File: config.mk
export PLATFORM = sky130hd
export DESIGN_NAME = ifetch_req
export DESIGN_NICKNAME = d
export VERILOG_FILES = /design/src/rtl/ifetch_req_pkg.sv /design/src/rtl/ifetch_req_outreg.sv /design/src/rtl/ifetch_req.sv
export SDC_FILE = /design/constraint.sdc
export NUM_CORES = 1
export LEC_CHECK = 0
export CAP_MARGIN = 20
export CORE_MARGIN = 3
export CORE_UTILIZATION = 52
export CTS_BUF_LIST = sky130_fd_sc_hd__clkbuf_8
export CTS_CLUSTER_DIAMETER = 80
export CTS_CLUSTER_SIZE = 30
export DETAILED_ROUTE_END_ITERATION = 10
export HOLD_SLACK_MARGIN = 0.02
export PLACE_DENSITY = 0.82
export SYNTH_ARGS = -nofsm -noshare
export SYNTH_HDL_FRONTEND = slang
export SYNTH_SLANG_ARGS = --single-unit
File: constraint.sdc
create_clock -name clk -period 2.6 [get_ports clk]
set_clock_uncertainty 0.1 [all_clocks]
set_input_delay 0.39 -clock clk [delete_from_list [all_inputs] [get_ports clk]]
set_output_delay 0.39 -clock clk [all_outputs]
set_load 0.02 [all_outputs]
File: src/rtl/ifetch_req_pkg.sv
// Shared types and constants for the instruction-fetch request stage.
package ifetch_req_pkg;

    localparam int unsigned XLEN    = 64;
    localparam int unsigned INSTR_W = 32;

    localparam logic [XLEN-1:0] PCINIT_DEFAULT = 64'h0000_0000_8000_0000;

    typedef logic [1:0] fetch_state_t;

    localparam fetch_state_t ST_REQ   = 2'd0;
    localparam fetch_state_t ST_HOLD  = 2'd1;
    localparam fetch_state_t ST_DRAIN = 2'd2;

    typedef struct packed {
        logic [XLEN-1:0]    pc;
        logic [INSTR_W-1:0] instr;
        logic               misalign;
    } fetch_data_t;

    // Instructions are 4-byte aligned; only the low two pc bits matter.
    function automatic logic pc_misaligned(input logic [1:0] pc_lo);
        return pc_lo != 2'b00;
    endfunction

endpackage

File: src/rtl/ifetch_req_outreg.sv
// Valid/ready output register towards decode, plus a one-entry skid buffer
// holding a response that arrived while decode was stalled.
module ifetch_req_outreg
    import ifetch_req_pkg::*;
#(
    parameter logic [XLEN-1:0] PCINIT = PCINIT_DEFAULT
) (
    input  logic        clk,
    input  logic        reset,
    input  logic        flush_i,
    input  logic        load_i,
    input  logic        load_skid_i,
    input  logic        skid_we_i,
    input  fetch_data_t load_data_i,
    input  logic        ready_i,
    output logic        free_o,
    output logic        valid_o,
    output fetch_data_t data_o
);

    logic        valid_q, valid_d;
    fetch_data_t data_q,  data_d;
    fetch_data_t skid_q,  skid_d;

    assign free_o  = !valid_q || ready_i;
    assign valid_o = valid_q;
    assign data_o  = data_q;

    // A flush kills both the visible entry and anything parked behind it.
    always_comb begin
        valid_d = valid_q;
        data_d  = data_q;
        skid_d  = skid_q;
        if (flush_i) begin
            valid_d = 1'b0;
            skid_d  = '0;
        end else begin
            if (load_i) begin
                valid_d = 1'b1;
                data_d  = load_skid_i ? skid_q : load_data_i;
            end else if (valid_q && ready_i) begin
                valid_d = 1'b0;
            end
            if (skid_we_i) begin
                skid_d = load_data_i;
            end
        end
    end

    always_ff @(posedge clk) begin
        if (reset) begin
            valid_q <= 1'b0;
            data_q  <= '{pc: PCINIT, instr: '0, misalign: 1'b0};
            skid_q  <= '0;
        end else begin
            valid_q <= valid_d;
            data_q  <= data_d;
            skid_q  <= skid_d;
        end
    end

endmodule

File: src/rtl/ifetch_req.sv
// Instruction fetch request stage: issues one bus read per pc, holds it until
// the response, and throttles the PC register through stallpc.
module ifetch_req
    import ifetch_req_pkg::*;
#(
    parameter bit              ALIGN_CHECK = 1'b1,
    parameter logic [XLEN-1:0] PCINIT      = PCINIT_DEFAULT
) (
    input  logic               clk,
    input  logic               reset,
    input  logic [XLEN-1:0]    pc,
    output logic               stallpc,
    input  logic               flush,
    output logic               ireq_valid,
    output logic [XLEN-1:0]    ireq_addr,
    input  logic               iresp_data_ok,
    input  logic [INSTR_W-1:0] iresp_data,
    output logic               f_valid,
    output logic [XLEN-1:0]    f_pc,
    output logic [INSTR_W-1:0] f_instr,
    output logic               f_misalign,
    input  logic               d_ready
);

    fetch_state_t    state_q, state_d;
    logic            ireq_valid_q, ireq_valid_d;
    logic [XLEN-1:0] ireq_addr_q, ireq_addr_d;

    logic            stall_c;
    logic            misalign_c;
    logic            resp_c;
    logic            free_c;
    logic            load_c;
    logic            load_skid_c;
    logic            skid_we_c;
    fetch_data_t     load_data_c;
    fetch_data_t     out_data;

    assign misalign_c = ALIGN_CHECK && pc_misaligned(pc[1:0]);
    assign resp_c     = ireq_valid_q && iresp_data_ok;

    // Next-state and datapath control; flush takes priority in every state.
    always_comb begin
        state_d      = state_q;
        ireq_valid_d = ireq_valid_q;
        ireq_addr_d  = ireq_addr_q;
        stall_c      = 1'b1;
        load_c       = 1'b0;
        load_skid_c  = 1'b0;
        skid_we_c    = 1'b0;
        load_data_c  = '{pc: pc, instr: iresp_data, misalign: 1'b0};

        if (flush) begin
            stall_c = 1'b0;
            if (ireq_valid_q && !iresp_data_ok) begin
                state_d = ST_DRAIN;
            end else begin
                state_d      = ST_REQ;
                ireq_valid_d = 1'b0;
            end
        end else begin
            case (state_q)
                ST_REQ: begin
                    if (misalign_c) begin
                        ireq_valid_d = 1'b0;
                        load_data_c  = '{pc: pc, instr: '0, misalign: 1'b1};
                        if (free_c) begin
                            load_c  = 1'b1;
                            stall_c = 1'b0;
                        end
                    end else if (resp_c) begin
                        ireq_valid_d = 1'b0;
                        if (free_c) begin
                            load_c  = 1'b1;
                            stall_c = 1'b0;
                        end else begin
                            skid_we_c = 1'b1;
                            state_d   = ST_HOLD;
                        end
                    end else begin
                        ireq_valid_d = 1'b1;
                        if (!ireq_valid_q) begin
                            ireq_addr_d = pc;
                        end
                    end
                end
                ST_HOLD: begin
                    if (free_c) begin
                        load_c      = 1'b1;
                        load_skid_c = 1'b1;
                        stall_c     = 1'b0;
                        state_d     = ST_REQ;
                    end
                end
                ST_DRAIN: begin
                    // The response belongs to a flushed path and is dropped.
                    if (resp_c) begin
                        ireq_valid_d = 1'b0;
                        state_d      = ST_REQ;
                    end
                end
                default: begin
                    ireq_valid_d = 1'b0;
                    state_d      = ST_REQ;
                end
            endcase
        end
    end

    always_ff @(posedge clk) begin
        if (reset) begin
            state_q      <= ST_REQ;
            ireq_valid_q <= 1'b0;
            ireq_addr_q  <= '0;
        end else begin
            state_q      <= state_d;
            ireq_valid_q <= ireq_valid_d;
            ireq_addr_q  <= ireq_addr_d;
        end
    end

    ifetch_req_outreg #(
        .PCINIT (PCINIT)
    ) u_outreg (
        .clk         (clk),
        .reset       (reset),
        .flush_i     (flush),
        .load_i      (load_c),
        .load_skid_i (load_skid_c),
        .skid_we_i   (skid_we_c),
        .load_data_i (load_data_c),
        .ready_i     (d_ready),
        .free_o      (free_c),
        .valid_o     (f_valid),
        .data_o      (out_data)
    );

    assign stallpc    = reset || stall_c;
    assign ireq_valid = ireq_valid_q;
    assign ireq_addr  = ireq_addr_q;
    assign f_pc       = out_data.pc;
    assign f_instr    = out_data.instr;
    assign f_misalign = out_data.misalign;

endmodule
==> results.json, run 1 <==
{
  "status": "finished clean",
  "synth_top_cell_by_area": "dfxtp_1",
  "drc": 0,
  "vias": 10300,
  "wl_per_cell_um": 19.7,
  "hold_violations": 0,
  "final_net_count": 1539,
  "ant_nets": 0,
  "coreArea_sq_mm": 0.0220,
  "drt_wl_total_um": 34000,
  "num_rows": 54,
  "worst_pin_slew_ns": 0.720,
  "clock.fmax_mhz": 422,
  "synth_top_area_share_pct": 44.9,
  "clock_path_buffers": 3,
  "hold_path.class": "input pin to register",
  "holdWs_ns": 0.232,
  "dpl_cell_area_sq_mm": 0.0145,
  "cts_max_level": 1,
  "hold_path_end": "u_outreg.data_o[31]",
  "routed.top_layer": "met5",
  "leakage_nw": 5.46,
  "wl_met2_um": 16500,
  "io_pins": 265,
  "maxCapViolations": 0,
  "ys.warnings.count": 0,
  "cts_setup_buffers": 0,
  "startpoint_type": "register",
  "cp_max_fo": 10,
  "reg2regPathDepth": 5,
  "cts_tree": "done",
  "drv_slew": 0,
  "cts_buffers": 13,
  "powerDensity_mw_per_mm2": 508,
  "gp_congestion": 0.775,
  "rsz0062_at_grt": "false",
  "cp-end-kind": "output port",
  "design_area_sq_mm": 0.0148,
  "clk_pin_slew_ns": 0.16,
  "grt_first_pass_wirelength_um": 53900,
  "nFillCells": 1735,
  "crit_type": "register to output port",
  "overflow": 0,
  "hpwl_um": 21300,
  "grt_antenna_before_repair": 2,
  "worstReg2RegEnd": "u_outreg.data_o[69]",
  "rrSetupSlack_ns": 0.24,
  "setup_viol": 0,
  "fin_crit_ns": 2.37,
  "worstReg2RegStart": "state_q[0]",
  "post-route-period-util_pct": 91.2,
  "clock_sinks": 262,
  "met1_length_um": 14100,
  "p_total_mw": 7.53,
  "finalNonFillerCells": 1724,
  "final_common_cell": "clkdlybuf4s50_1",
  "synth_cell_types": 36,
  "cts-root-buf": "clkbuf_8",
  "min_from": "reset",
  "drt_iter0_markers": 739,
  "ys_seq_elements": 262,
  "syn-num-nets": 1371,
  "grt_pass1_vias": 10300,
  "hold-path-cell-count": 4,
  "peakVddDrop_uv": 322,
  "syn2layout_area_growth_pct": 26.9,
  "io_buffers": 264,
  "drtPass1Iterations": 5,
  "insertion_delay_ns": 0.54,
  "synth.cell_area_sq_mm": 0.0117,
  "dp.cells": 1703,
  "cp.required_ns": 2.11,
  "layout_common_cells": "clkdlybuf4s50_1 (262), dfxtp_1 (261), nand2_1 (159), mux2i_1 (127), inv_1 (65)",
  "synth_area_per_cell_sq_um": 9.20,
  "grt_max_degree": 143,
  "worstPathArrival_ns": 1.88,
  "ys_top_cells_by_area": "dfxtp_1 (45%), mux2i_1 (11%), mux2_2 (6.1%)",
  "seq_area_frac_synth_pct": 44.9,
  "tns_ns": 0,
  "start_util_pct": 53.2,
  "drive_gt1_share_pct": 11.2,
  "grt_usage_pct": 26.6,
  "vias_per_cell": 5.98,
  "fp.dieH_um": 156,
  "synth_cells": 1270,
  "die-area_sq_mm": 0.0243,
  "dr_wl_met3_um": 2400,
  "die_w_um": 156,
  "cp-startpoint": "state_q[0]",
  "slew_headroom_pct": 52.0
}
through the flow:
stage,utilization [%],setup WS (ns)
finish,67.5,0.228
global route,67.5,0.0895
CTS,67.5,0.200
detailed placement,66.2,-0.0157
global placement,66.2,0.00757
floorplan,-,0.0473
cell families after synthesis:
family,count (synthesis),synth area share [%]
mux,190,17.0
compound gates,297,18.2
buf+inv,211,7.41
flops,262,44.9
simple gates,310,12.5
power breakdown:
part	total, mW	switching, mW	internal, mW
logic	1.35	0.759	0.587
registers	4.23	0.0773	4.15
clock network	1.95	1.29	0.660
total	7.53	2.13	5.40
worst max-delay path, stage by stage (launching register included):
cell and delay [ns]:
dfxtp_4 0.44, a2111oi_4 0.35, nor3_1 0.08, o21ai_0 0.14, dlygate4sd2_1 0.35
what timing repair did:
| item | in CTS | in global routing |
|---|---|---|
| resized for setup | 1 | 0 |
| hold buffers | 0 | 0 |
| endpoints found under the setup margin | 1 | 0 |
| hold endpoints to repair | 0 | 0 |
final cells by class:
class / count / area, sq um / area share [%]
well taps: 280 / 350 / 2.36
inverters: 66 / 248 / 1.67
repair buffers: 298 / 3070 / 20.7
clock inverters: 5 / 72.6 / 0.490
multi-input cells: 797 / 5630 / 38.0
flip-flops and latches: 262 / 5250 / 35.4
diodes: 1 / 2.50 / 0.0169
clock buffers: 15 / 206 / 1.39
synth_stat cells:
library cell	instances
o211a_1	2
nor3_1	3
o211ai_1	32
nand3_1	63
o21bai_1	1
nor2b_1	2
nand2_1	159
dfxtp_1	262
a211oi_1	33
buf_6	5
and3_1	3
a211oi_2	30
and2_1	1
inv_1	65
or3_1	3
nor4b_1	1
o311ai_0	33
or2_1	1
buf_1	6
nor3b_1	4
clkbuf_1	105
o41a_1	1
o21ai_0	64
o31ai_1	34
clkinv_1	1
o21a_1	1
nor3_2	1
mux2i_1	127
buf_2	29
nor4_1	64
nand3b_1	1
mux2_2	63
a2111oi_4	1
o21ai_1	1
a21oi_1	64
nor2_1	4
sequential cells by signal, summed over array words and instances (netlist names):
name              count
ireq_addr            64
state_q               2
u_outreg.valid_o      1
u_outreg.skid_q      97
u_outreg.data_o      97
ireq_valid            1
how the worst max path moves through the flow:
stage,to,slack [ns],cells after the start
floorplan,stallpc,0.05,6
global placement,stallpc,0.008,5
detailed placement,stallpc,-0.02,5
CTS,stallpc,0.20,4
global route,stallpc,0.09,4
finish,stallpc,0.23,4
per-layer routing:
layer | up-vias | global-route usage [%]
met3 | 64 | 4.99
met4 | 2 | 9.21
met1 | 4988 | 34.3
li1 | 4886 | -
met2 | 377 | 44.8
met5 | - | 0
Power figures use the tool's default switching activity.
==> run 2: changes to the inputs <==
Settings changed: ABC_CLOCK_PERIOD_IN_PS set to 2600, CORE_UTILIZATION 52 to 51, CTS_BUF_LIST sky130_fd_sc_hd__clkbuf_8 to not set, PLACE_DENSITY 0.82 to 0.81.
==> run 2 against run 1 <==
Against the previous run:
- flip-flop and latch count stayed put
- critical endpoint unchanged
- critical path depth is 1 higher
- register-to-register slack better by 0.29 ns
- largest power group unchanged
- global-route usage hardly changed
==> results.json, run 2 (synthesized netlist as in run 1, its figures left out) <==
{
  "status": "finished clean",
  "drc": 0,
  "dpl_worst_slack_ns": 0.167,
  "cts-resized-gates": 0,
  "hpwl_um": 21700,
  "drt_wl_total_um": 34000,
  "start_util_pct": 52.7,
  "coreArea_sq_mm": 0.0222,
  "clock_sinks": 262,
  "setup_ws_ns": 0.237,
  "cts-root-buf": "clkbuf_16",
  "postLayoutCoreUtil_pct": 67.3,
  "gp_congestion": 0.768,
  "crit_type": "register to output port",
  "peakVddDrop_uv": 357,
  "leakage_nw": 5.51,
  "clk_pin_slew_ns": 0.12,
  "dp.cells": 1709,
  "drt_iter0_markers": 639,
  "num_rows": 54,
  "cts_hold_buf": 0,
  "cts_max_level": 1,
  "powerDensity_mw_per_mm2": 527,
  "grt_first_pass_wirelength_um": 54300,
  "wl_per_cell_um": 19.7,
  "drv_slew": 0,
  "syn2layout_area_growth_pct": 27.7,
  "hold_path.class": "input pin to register",
  "slew_headroom_pct": 39.9,
  "maxCapViolations": 0,
  "clock.fmax_mhz": 423,
  "fp.dieH_um": 157,
  "rsz0062_at_grt": "false",
  "grt_usage_pct": 26.6,
  "cts_setup_buffers": 0,
  "vias": 10400,
  "clock_path_buffers": 3,
  "cts_tree": "done",
  "final_common_cell": "clkdlybuf4s50_1",
  "setup_viol": 0,
  "drive_gt1_share_pct": 11.5,
  "post-route-period-util_pct": 90.9,
  "die-area_sq_mm": 0.0248,
  "layout_common_cells": "clkdlybuf4s50_1 (262), dfxtp_1 (261), nand2_1 (159), mux2i_1 (127), inv_1 (65)",
  "design_area_sq_mm": 0.0149,
  "vias_per_cell": 6.02,
  "cp.required_ns": 2.11,
  "worst_pin_slew_ns": 0.901,
  "fin_crit_ns": 2.36,
  "finalNonFillerCells": 1730,
  "grt_pass1_vias": 10200,
  "cts_buffers": 13,
  "io_pins": 265,
  "grt_antenna_before_repair": 2,
  "tns_ns": 0,
  "insertion_delay_ns": 0.50,
  "cp-end-kind": "output port",
  "cp_max_fo": 9,
  "grt_max_degree": 115,
  "startpoint_type": "register",
  "ant_nets": 0,
  "overflow": 0,
  "final_net_count": 1545,
  "worstPathArrival_ns": 1.87,
  "die_w_um": 157,
  "hold_violations": 0,
  "dpl_cell_area_sq_mm": 0.0145,
  "io_buffers": 264,
  "drtPass1Iterations": 5
}
## run 2: area by class of cell
| type | count | area (sq um) |
|---|---|---|
| Tap cell | 280 | 350 |
| Fill cell | 1789 | 7240 |
| Clock inverter | 5 | 50.0 |
| Inverter | 66 | 248 |
| Clock buffer | 14 | 329 |
| Multi-Input combinational cell | 797 | 5630 |
| Timing Repair Buffer | 304 | 3060 |
| Sequential cell | 262 | 5250 |
| Antenna cell | 2 | 5.00 |
## run 2: report_power, final
group	total (mW)	switching (mW)	internal, mW
clock	2.30	1.34	0.956
sequential	4.22	0.0773	4.14
combinational	1.35	0.766	0.584
## run 2: metal layers
layer  track usage [%]  share of wire [%]
met5                 0              0.038
met4              10.1                3.2
met3              4.34                6.3
met2              43.0                 47
met1              35.9                 43
## run 2: through the flow
step / hold slack [ns] / power, mW
2_1_floorplan: 0.335 / 4.99
3_3_place_gp: 0.341 / 5.63
3_5_place_dp: 0.344 / 5.65
4_1_cts: 0.336 / 7.90
5_1_grt: 0.350 / 8.16
6_report: 0.340 / 7.87
## run 2: path summary, 6_finish.rpt
kind	from	to	slack (ns)	cells past startpoint
worst max-delay path	ireq_valid	stallpc	0.24	5
worst min-delay path	reset	u_outreg.valid_o	0.34	4
worst max register to register	ireq_valid	u_outreg.data_o[45]	0.53	5
worst min register to register	u_outreg.skid_q[94]	u_outreg.skid_q[94]	0.36	2
## run 2: critical path, cell delays in order, from the launching register on
cell	delay (ns)
dfxtp_1	0.46
a2111oi_4	0.35
buf_4	0.20
nor3_1	0.05
o21ai_0	0.15
buf_4	0.17
==> run 3: changes to the inputs <==
Settings changed: ABC_CLOCK_PERIOD_IN_PS 2600 to 2200, CORE_MARGIN 3 to 1.5, SKIP_CTS_REPAIR_TIMING set to 1.
Clock period 2.6 ns to 2.2 ns, I/O delays scaled along.
==> run 3 against run 2 <==
Against the previous run:
- die area decreased by 3.8%
- routed wire length decreased by 0.44%
- final cell count increased by 0.98%
- non-clock buffer count increased by 15
- core utilization decreased by 0.12 points
- critical path type unchanged
- largest cell class unchanged
==> results.json, run 3 (synthesized netlist as in run 1, its figures left out) <==
{
  "ant_nets": 0,
  "status": "finished clean",
  "drc": 0,
  "clk_pin_slew_ns": 0.11,
  "peakVddDrop_uv": 508,
  "fin_crit_ns": 2.16,
  "leakage_nw": 5.63,
  "overflow": 0,
  "cts-root-buf": "clkbuf_16",
  "worst_pin_slew_ns": 0.680,
  "gp_congestion": 0.800,
  "start_util_pct": 51.7,
  "dpl_cell_area_sq_mm": 0.0148,
  "cts_buffers": 13,
  "n_antenna_cell": 0,
  "grt_max_degree": 132,
  "cp-startpoint": "ireq_valid",
  "cp-end-kind": "output port",
  "cp_max_fo": 8,
  "clock.fmax_mhz": 464,
  "drive_gt1_share_pct": 12.4,
  "io_pins": 265,
  "io_buffers": 264,
  "maxCapViolations": 0,
  "coreArea_sq_mm": 0.0226,
  "setup_viol": 0,
  "die-area_sq_mm": 0.0238,
  "hold_violations": 0,
  "drt_wl_total_um": 33900,
  "hpwl_um": 21500,
  "drv_slew": 0,
  "rrSetupSlack_ns": 0.20,
  "fp.dieH_um": 154,
  "final_common_cell": "clkdlybuf4s50_1",
  "cts_tree": "done",
  "worstReg2RegEnd": "u_outreg.data_o[59]",
  "startpoint_type": "register",
  "slew_headroom_pct": 54.7,
  "powerDensity_mw_per_mm2": 619,
  "cp.required_ns": 1.77,
  "design_area_sq_mm": 0.0152,
  "grt_first_pass_wirelength_um": 53900,
  "insertion_delay_ns": 0.49,
  "cts_max_level": 1,
  "vias_per_cell": 6.00,
  "hold_path.class": "input pin to register",
  "worstReg2RegStart": "ireq_valid",
  "num_rows": 55,
  "grt_antenna_before_repair": 0,
  "clock_sinks": 262,
  "worstPathArrival_ns": 1.73,
  "syn2layout_area_growth_pct": 29.9,
  "grt_pass1_vias": 10200,
  "post-route-period-util_pct": 98.0,
  "vias": 10500,
  "die_w_um": 154,
  "reg2regPathDepth": 5,
  "holdWs_ns": 0.282,
  "clock_path_buffers": 3,
  "layout_common_cells": "clkdlybuf4s50_1 (262), dfxtp_1 (261), nand2_1 (159), mux2i_1 (127), inv_1 (65)",
  "critical_path.endpoint": "ireq_valid",
  "p_total_mw": 9.39,
  "drtPass1Iterations": 5,
  "crit_type": "register to output port",
  "rsz0062_at_grt": "false",
  "drt_iter0_markers": 663,
  "final_net_count": 1560,
  "grt_usage_pct": 27.4,
  "wl_per_cell_um": 19.4
}
[run 3: where the power goes]
| part | leakage [nW] | switching, mW | total, mW | internal, mW |
|---|---|---|---|---|
| Clock | 0.188 | 1.57 | 2.76 | 1.19 |
| Combinational | 3.32 | 0.919 | 1.65 | 0.728 |
| Sequential | 2.13 | 0.0841 | 4.98 | 4.90 |
[run 3: worst min path at each step]
stage | to | slack, ns | cells after the start | startpoint
CTS | u_outreg.valid_o | 0.27 | 4 | reset
finish | u_outreg.skid_q[63] | 0.28 | 5 | reset
detailed placement | u_outreg.data_o[52] | 0.35 | 2 | u_outreg.data_o[52]
global route | u_outreg.valid_o | 0.29 | 4 | reset
floorplan | u_outreg.skid_q[35] | 0.33 | 2 | u_outreg.skid_q[35]
global placement | u_outreg.skid_q[35] | 0.34 | 2 | u_outreg.skid_q[35]
[run 3: through the flow]
| step | TNS (ns) | setup WS [ns] | instances | util (%) |
|---|---|---|---|---|
| floorplan | 0 | 0.00586 | 1270 | - |
| global placement | -21.96 | -0.360 | 1728 | 65.4 |
| detailed placement | -23.07 | -0.339 | 1728 | 65.4 |
| CTS | -0.390 | -0.390 | 1746 | 67.1 |
| global route | 0 | 0.00495 | 1747 | 67.2 |
| finish | 0 | 0.0433 | 1747 | 67.2 |
[run 3: layer usage]
metal  vias up  share of wire, %  wire length [um]  GRT usage [%]
li1       4930                 -                 -              -
met4         0               2.7               909           8.75
met2       349                49             16400           46.8
met1      5142                43             14600           36.1
met5         -                 0                 0              0
met3        56               5.7              1930           3.75
[run 3: cell type report]
type / instances / area [sq um]
Multi-Input combinational cell: 797 / 5630
Clock inverter: 4 / 37.5
Sequential cell: 262 / 5250
Inverter: 66 / 248
Fill cell: 1778 / 7400
Tap cell: 285 / 357
Clock buffer: 14 / 350
Timing Repair Buffer: 319 / 3300
[run 3: worst max-delay path, stage by stage (launching register included)]
cell and delay (ns):
dfxtp_1 0.39, buf_4 0.18, clkdlybuf4s50_1 0.67
